===== src/rtl/counter_updown_mod.sv =====
// Up/down modulo counter with configurable width, modulus and step.
// Free mode wraps modularly with a one-cycle TC pulse; one-shot mode saturates, latches Done and waits for a load.
module counter_updown_mod #(
  parameter int N       = 8,
  parameter int MAX_VAL = 2**N - 1,
  parameter int STEP    = 1
) (
  input  logic         CLK,
  input  logic         RST_n,
  input  logic         Load_en,
  input  logic [N-1:0] Data_in,
  input  logic         En,
  input  logic         Up_dn,
  input  logic         One_shot,
  output logic [N-1:0] Q,
  output logic         TC,
  output logic         Done,
  output logic [0:0]   dbg_state
);

  localparam logic [0:0] ST_RUN  = 1'b0;
  localparam logic [0:0] ST_DONE = 1'b1;

  // All arithmetic is one bit wider than Q so a crossing is never lost to overflow.
  localparam logic [N:0] MAX_EXT  = (N+1)'(MAX_VAL);
  localparam logic [N:0] STEP_EXT = (N+1)'(STEP);
  localparam logic [N:0] MOD_EXT  = MAX_EXT + 1'b1;

  logic [0:0]   state;
  logic [N:0]   q_ext;
  logic [N:0]   sum_up;
  logic [N:0]   data_ext;
  logic         crossing;
  logic [N-1:0] next_free;
  logic [N-1:0] next_sat;
  logic [N-1:0] load_val;

  always_comb begin
    q_ext     = {1'b0, Q};
    sum_up    = q_ext + STEP_EXT;
    data_ext  = {1'b0, Data_in};
    crossing  = 1'b0;
    next_free = Q;
    next_sat  = Q;
    load_val  = (data_ext > MAX_EXT) ? MAX_EXT[N-1:0] : Data_in;
    if (Up_dn) begin
      crossing  = (sum_up > MAX_EXT);
      next_free = crossing ? N'(sum_up - MOD_EXT) : sum_up[N-1:0];
      next_sat  = MAX_EXT[N-1:0];
    end else begin
      crossing  = (q_ext < STEP_EXT);
      next_free = crossing ? N'(q_ext + MOD_EXT - STEP_EXT) : N'(q_ext - STEP_EXT);
      next_sat  = '0;
    end
  end

  // Priority: reset > load > enabled count in RUN > hold. TC is low on every non-crossing edge.
  always_ff @(posedge CLK) begin
    if (!RST_n) begin
      Q     <= '0;
      TC    <= 1'b0;
      Done  <= 1'b0;
      state <= ST_RUN;
    end else if (Load_en) begin
      Q     <= load_val;
      TC    <= 1'b0;
      Done  <= 1'b0;
      state <= ST_RUN;
    end else if (En && (state == ST_RUN)) begin
      TC <= crossing;
      if (crossing && One_shot) begin
        Q     <= next_sat;
        Done  <= 1'b1;
        state <= ST_DONE;
      end else begin
        Q <= next_free;
      end
    end else begin
      TC <= 1'b0;
    end
  end

  assign dbg_state = state;

endmodule


===== config.mk =====
export PLATFORM = sky130hd
export DESIGN_NAME = counter_updown_mod
export DESIGN_NICKNAME = d
export VERILOG_FILES = /design/src/rtl/counter_updown_mod.sv
export SDC_FILE = /design/constraint.sdc
export NUM_CORES = 1
export LEC_CHECK = 0
export CAP_MARGIN = 0
export CORE_MARGIN = 3
export CORE_UTILIZATION = 45
export CTS_BUF_LIST = sky130_fd_sc_hd__clkbuf_8
export CTS_CLUSTER_SIZE = 10
export DETAILED_ROUTE_END_ITERATION = 16
export PLACE_DENSITY = 0.83
export SLEW_MARGIN = 15
export SYNTH_ARGS = -nofsm -noshare
export SYNTH_HDL_FRONTEND = slang
export SYNTH_SLANG_ARGS = --single-unit

===== constraint.sdc =====
create_clock -name CLK -period 3.7 [get_ports CLK]
set_input_delay 0.74 -clock CLK [delete_from_list [all_inputs] [get_ports CLK]]
set_output_delay 0.74 -clock CLK [all_outputs]
set_load 0.05 [all_outputs]

# Yosys cells after proc, flatten, opt, wreduce, memory -nomap -nowiden
# Index checks and enable logic that the tools add are counted.
[classes] add_sub_neg=5 n_reduce_logical=6 magnitude_cmp=2 n_bitwise=3 mux=8
[ops] op="$mux W8" n=7
[ops] op="$sub A8 B1 Y8 const B" n=3
[ops] op="$add A8 B1 Y9 const B" n=1
[ops] op="$gt A9 B8 Y1 const B" n=1
[ops] op="$add A8 B1 Y8 const B" n=1
[ops] op="$lt A8 B1 Y1 const B" n=1
[ops] op="$not A1 Y1" n=3
[ops] op="$reduce_or A3 Y1" n=1
[ops] op="$logic_and A1 B1 Y1" n=2
[ops] op="$reduce_and A2 Y1" n=1
[ops] op="$reduce_bool A2 Y1" n=1
[ops] op="$reduce_or A2 Y1" n=1
[ops] op="$mux W1" n=1
[word_totals] out_inout_bits=11 input_bits=14 register_bits=10

# Depth between registers and ports, before layout
[depth] word_depth=7 ltp_mapped=8 depth_no_buf=8

# Worst setup path before layout
# OpenSTA, ideal clock, no wires.
[synth_path] path_type="register to register" startpoint="reg Q[0]" endpoint="reg Q[1]" n_path_buf=0 setup_slack_ns=1.217 t_arrival_ns=2.412 setup_ns=0.071 period_less_slack_ns=2.483 stages_incl_launch_ff=9 cell_sequence="dfxtp_1 > inv_1 > ha_1 > nand4_1 > or4b_1 > nor3_1 > o21ai_1 > and2_4 > a21oi_1"
[synth_between] elab_chain_len=7
[synth_lines] item="start: declaration" line="15" rtl="output logic [N-1:0] Q,"
[synth_lines] item="start signal: assignment" line="65" rtl="Q <= load_val;"
[synth_lines] item="start signal: assignment" line="72" rtl="Q <= next_sat;"
[synth_lines] item="start signal: assignment" line="76" rtl="Q <= next_free;"
[synth_lines] item="$add A8 B1 Y8 or $add A8 B1 Y9 (tied branches)" line="52, 40"
[synth_lines] item="$sub A8 B1 Y8 (tied with other cells)" line="52" rtl="next_free = crossing ? N'(q_ext + MOD_EXT - STEP_EXT) : N'(q_ext - STEP_EXT);"
[synth_lines] item="$mux W8 (tied with other cells)" line="52"
[synth_lines] item="$mux W8 or $logic_and A1 B1 Y1 (tied branches)" line="46, 71"
[synth_lines] item="$mux W8 (*)" line="71" rtl="if (crossing && One_shot) begin"
[synth_lines] item="$mux W8 (*)" line="69" rtl="end else if (En && (state == ST_RUN)) begin"
[synth_lines] item="$mux W8 (*)" line="64" rtl="end else if (Load_en) begin"
# Mark *: on every way between the ends. The rest lies on a longest branch, timed or not. The select of a mux whose other input is x is not followed.
# A chain may end at the register's enable or synchronous reset.

# Worst setup path in the final report
[layout_path] startpoint="in Up_dn" endpoint="reg Q[0]"
[layout_between] elab_chain_len=5
[layout_lines] item="start: declaration" line="13" rtl="input logic Up_dn,"
[layout_lines] item="$mux W1" line="46" rtl="if (Up_dn) begin"
[layout_lines] item="$logic_and A1 B1 Y1" line="71"
[layout_lines] item="$mux W8 (*)" line="71"
[layout_lines] item="$mux W8 (*)" line="69"
[layout_lines] item="$mux W8 (*)" line="64"
# Marks and branches as above.

==> reports/results.txt <==
antenna diode count -> 0
pin count of the biggest net entering global routing -> 19
Die Ht -> 51.1 um
#FFs+latches synth -> 10
Initial Util -> 0.504
Core Rows -> 15
Crit. End Element -> flip-flop
Setup CP Type -> in2reg
fmax -> 388 MHz
R2R Path Start -> Q[0]
vias in the first global route -> 861
area grow syn2layout -> 26.3%
endpoints failing hold -> 0
CTS tree -> done
layout cells sized above 1 -> 0.119
remaining global-route overflow -> 0
clk_lat worst skew -> 230 ps
DRT Pass-1 Iters -> 4
DRC viols -> 0
Rel. slew slack -> 0.645
main flop type after synthesis -> dfxtp_1
via count -> 929
Die ar. -> 0.00262 mm2
Buffers on Ports -> 24
Worst Reg2Reg Path Length in Cells -> 8
Critical Path Source -> Up_dn
Initial DRC Count -> 44
period utilisation layout -> 0.697
H-tree depth -> 1
CP Launch Type -> input port
Setup WS post-layout -> 1120 ps
Post-Syn Area -> 917 um2
async set-reset flop share out of synthesis -> 0
Max Slew Vio Count -> 0
postcts setup bufs -> 0
RSZ-0062 raised after global routing -> false
max-cap check violation count -> 0
R2R Path End -> Q[0]
All-Layer GR Usage -> 0.193
count of different cell masters after synthesis -> 46
Yosys Warn Count -> 0
WL/cell -> 14.7 um
Post-Syn Area per Cell -> 7.91 um2
Final Skew -> 0.728 ps
# resized after CTS -> 0
Psw -> 0.128 mW
Crit Path Max Fanout -> 9
Hold Path Class -> reg2reg
Worst R2R Setup Slack -> 1350 ps
hpwl dp -> 1790 um
Tmin final -> 2580 ps
Layout fillers -> 158
syn nets -> 133
CP required -> 3790 ps
dpl ws -> 891 ps
Sw Share -> 0.346
outcome -> complete, no violations
initial antenna violation count -> 0
hold_ws -> 531 ps
core area -> 0.00182 mm2
Via density -> 5.84
first-pass GRT wire length -> 3850 um
sequential share of the synthesized area -> 0.218
io pins -> 25
CTS Hold Bufs -> 0
CTS Buf Count -> 3
pwr dens -> 320 mW/mm2
GPL Wtd Cong -> 0.835
CTS Root Buffer Type -> clkbuf_8
internal power -> 0.242 mW
EDFF count, synth -> 0
final setup violation count -> 0
Leakage -> 0.421 nW
Worst-path clk slew -> 50 ps
Die Wd -> 51.1 um
Flop pwr share -> 0.363
Routed Antenna Nets -> 0
final setup TNS -> 0 ps
CTS sink count -> 10
Combinational Power Share -> 0.341
Peak VDD IR -> 0.329 mV
CTS max path bufs -> 2
Post-Syn Instances -> 116
crit path to -> Q[0]
crit path DAT -> 2670 ps
power share of the clock group -> 0.296
Total Nets Final -> 153
worst-margin pin slew -> 531 ps
Post-Route WL -> 2330 um
-- cells by family after synthesis --
family | Yosys count | share of synthesized area
AND/OR/NAND/NOR | 48 | 0.310
adder cells (fa/ha/maj) | 3 | 0.0409
XOR/XNOR | 6 | 0.0573
flip-flops | 10 | 0.218
buffers and inverters | 13 | 0.0941
multiplexers | 1 | 0.0109
AO/OA/AOI/OAI | 35 | 0.269
-- registers in the layout, summed over array words and instances, names as in the netlist --
name / cells
dbg_state: 1
Q: 8
TC: 1
-- how the worst min path moves through the flow --
stage               from   endpoint  slack, ps  depth (start not counted)
6_report       dbg_state  dbg_state        530                          1
5_1_grt        dbg_state  dbg_state        550                          1
4_1_cts        dbg_state  dbg_state        530                          1
3_5_place_dp   dbg_state  dbg_state        520                          1
3_3_place_gp   dbg_state  dbg_state        510                          1
2_1_floorplan  dbg_state  dbg_state        770                          1
-- stage by stage --
stage,area [um2],util,std cells,total power [mW]
floorplan,917,-,116,0.226
global placement,1120,0.614,156,0.259
detailed placement,1120,0.614,156,0.262
CTS,1160,0.636,159,0.374
global route,1160,0.636,159,0.391
finish,1160,0.636,159,0.371
-- layout make-up --
type	instances	area (um2)	share of cell area
clock buffer	3	41.3	0.0356
multi-input combinational	93	631	0.544
sequential	10	200	0.173
tap	25	31.3	0.0270
timing repair buffer	24	240	0.207
inverter	4	15.0	0.0130
-- Yosys cell counts (2+ instances only) --
master,n,area [um2]
nor3_1,3,15.0
nand4_1,5,31.3
buf_4,5,37.5
a21oi_1,8,40.0
nand2b_1,4,25.0
or4_4,2,22.5
o311ai_0,3,26.3
dfxtp_1,10,200
inv_1,3,11.3
xor2_1,3,26.3
nand2_1,17,63.8
xnor2_1,3,26.3
a31oi_1,2,12.5
o21a_1,4,30.0
or3_1,2,12.5
o21ai_0,4,20.0
nor2_1,4,15.0
o22ai_1,4,25.0
ha_1,3,37.5
-- power by group through the flow --
stage / sequential, mW / clock (mW) / combinational (mW)
floorplan: 0.151 / 0 / 0.0747
detailed placement: 0.136 / 0 / 0.125
CTS: 0.134 / 0.114 / 0.126
global route: 0.136 / 0.118 / 0.137
global placement: 0.136 / 0 / 0.124
finish: 0.135 / 0.110 / 0.126
-- placed cells by master (no fill, tap or decap), types with 2 or more instances in the layout --
cell type,n
xnor2_1,3
nand4_1,5
ha_1,3
o21a_1,4
o21ai_0,4
inv_1,3
clkbuf_8,3
clkdlybuf4s50_1,24
nand2b_1,4
nor2_1,4
or3_1,2
nor3_1,3
o22ai_1,4
xor2_1,3
a21oi_1,8
dfxtp_1,10
or4_4,2
nand2_1,17
a31oi_1,2
o311ai_0,3
-- critical path: stages --
cell and delay (ps):
clkdlybuf4s50_1 620, nand4_1 140, or4b_1 530, a311oi_2 290
o31ai_2 160, nand2_1 100, a31oi_1 90
-- metal layers --
layer	track usage	wire length, um
met1	0.234	1040
met2	0.333	1100
met3	0.0583	164
met4	0.0404	21
met5	0	0
Power figures use the tool's default switching activity.
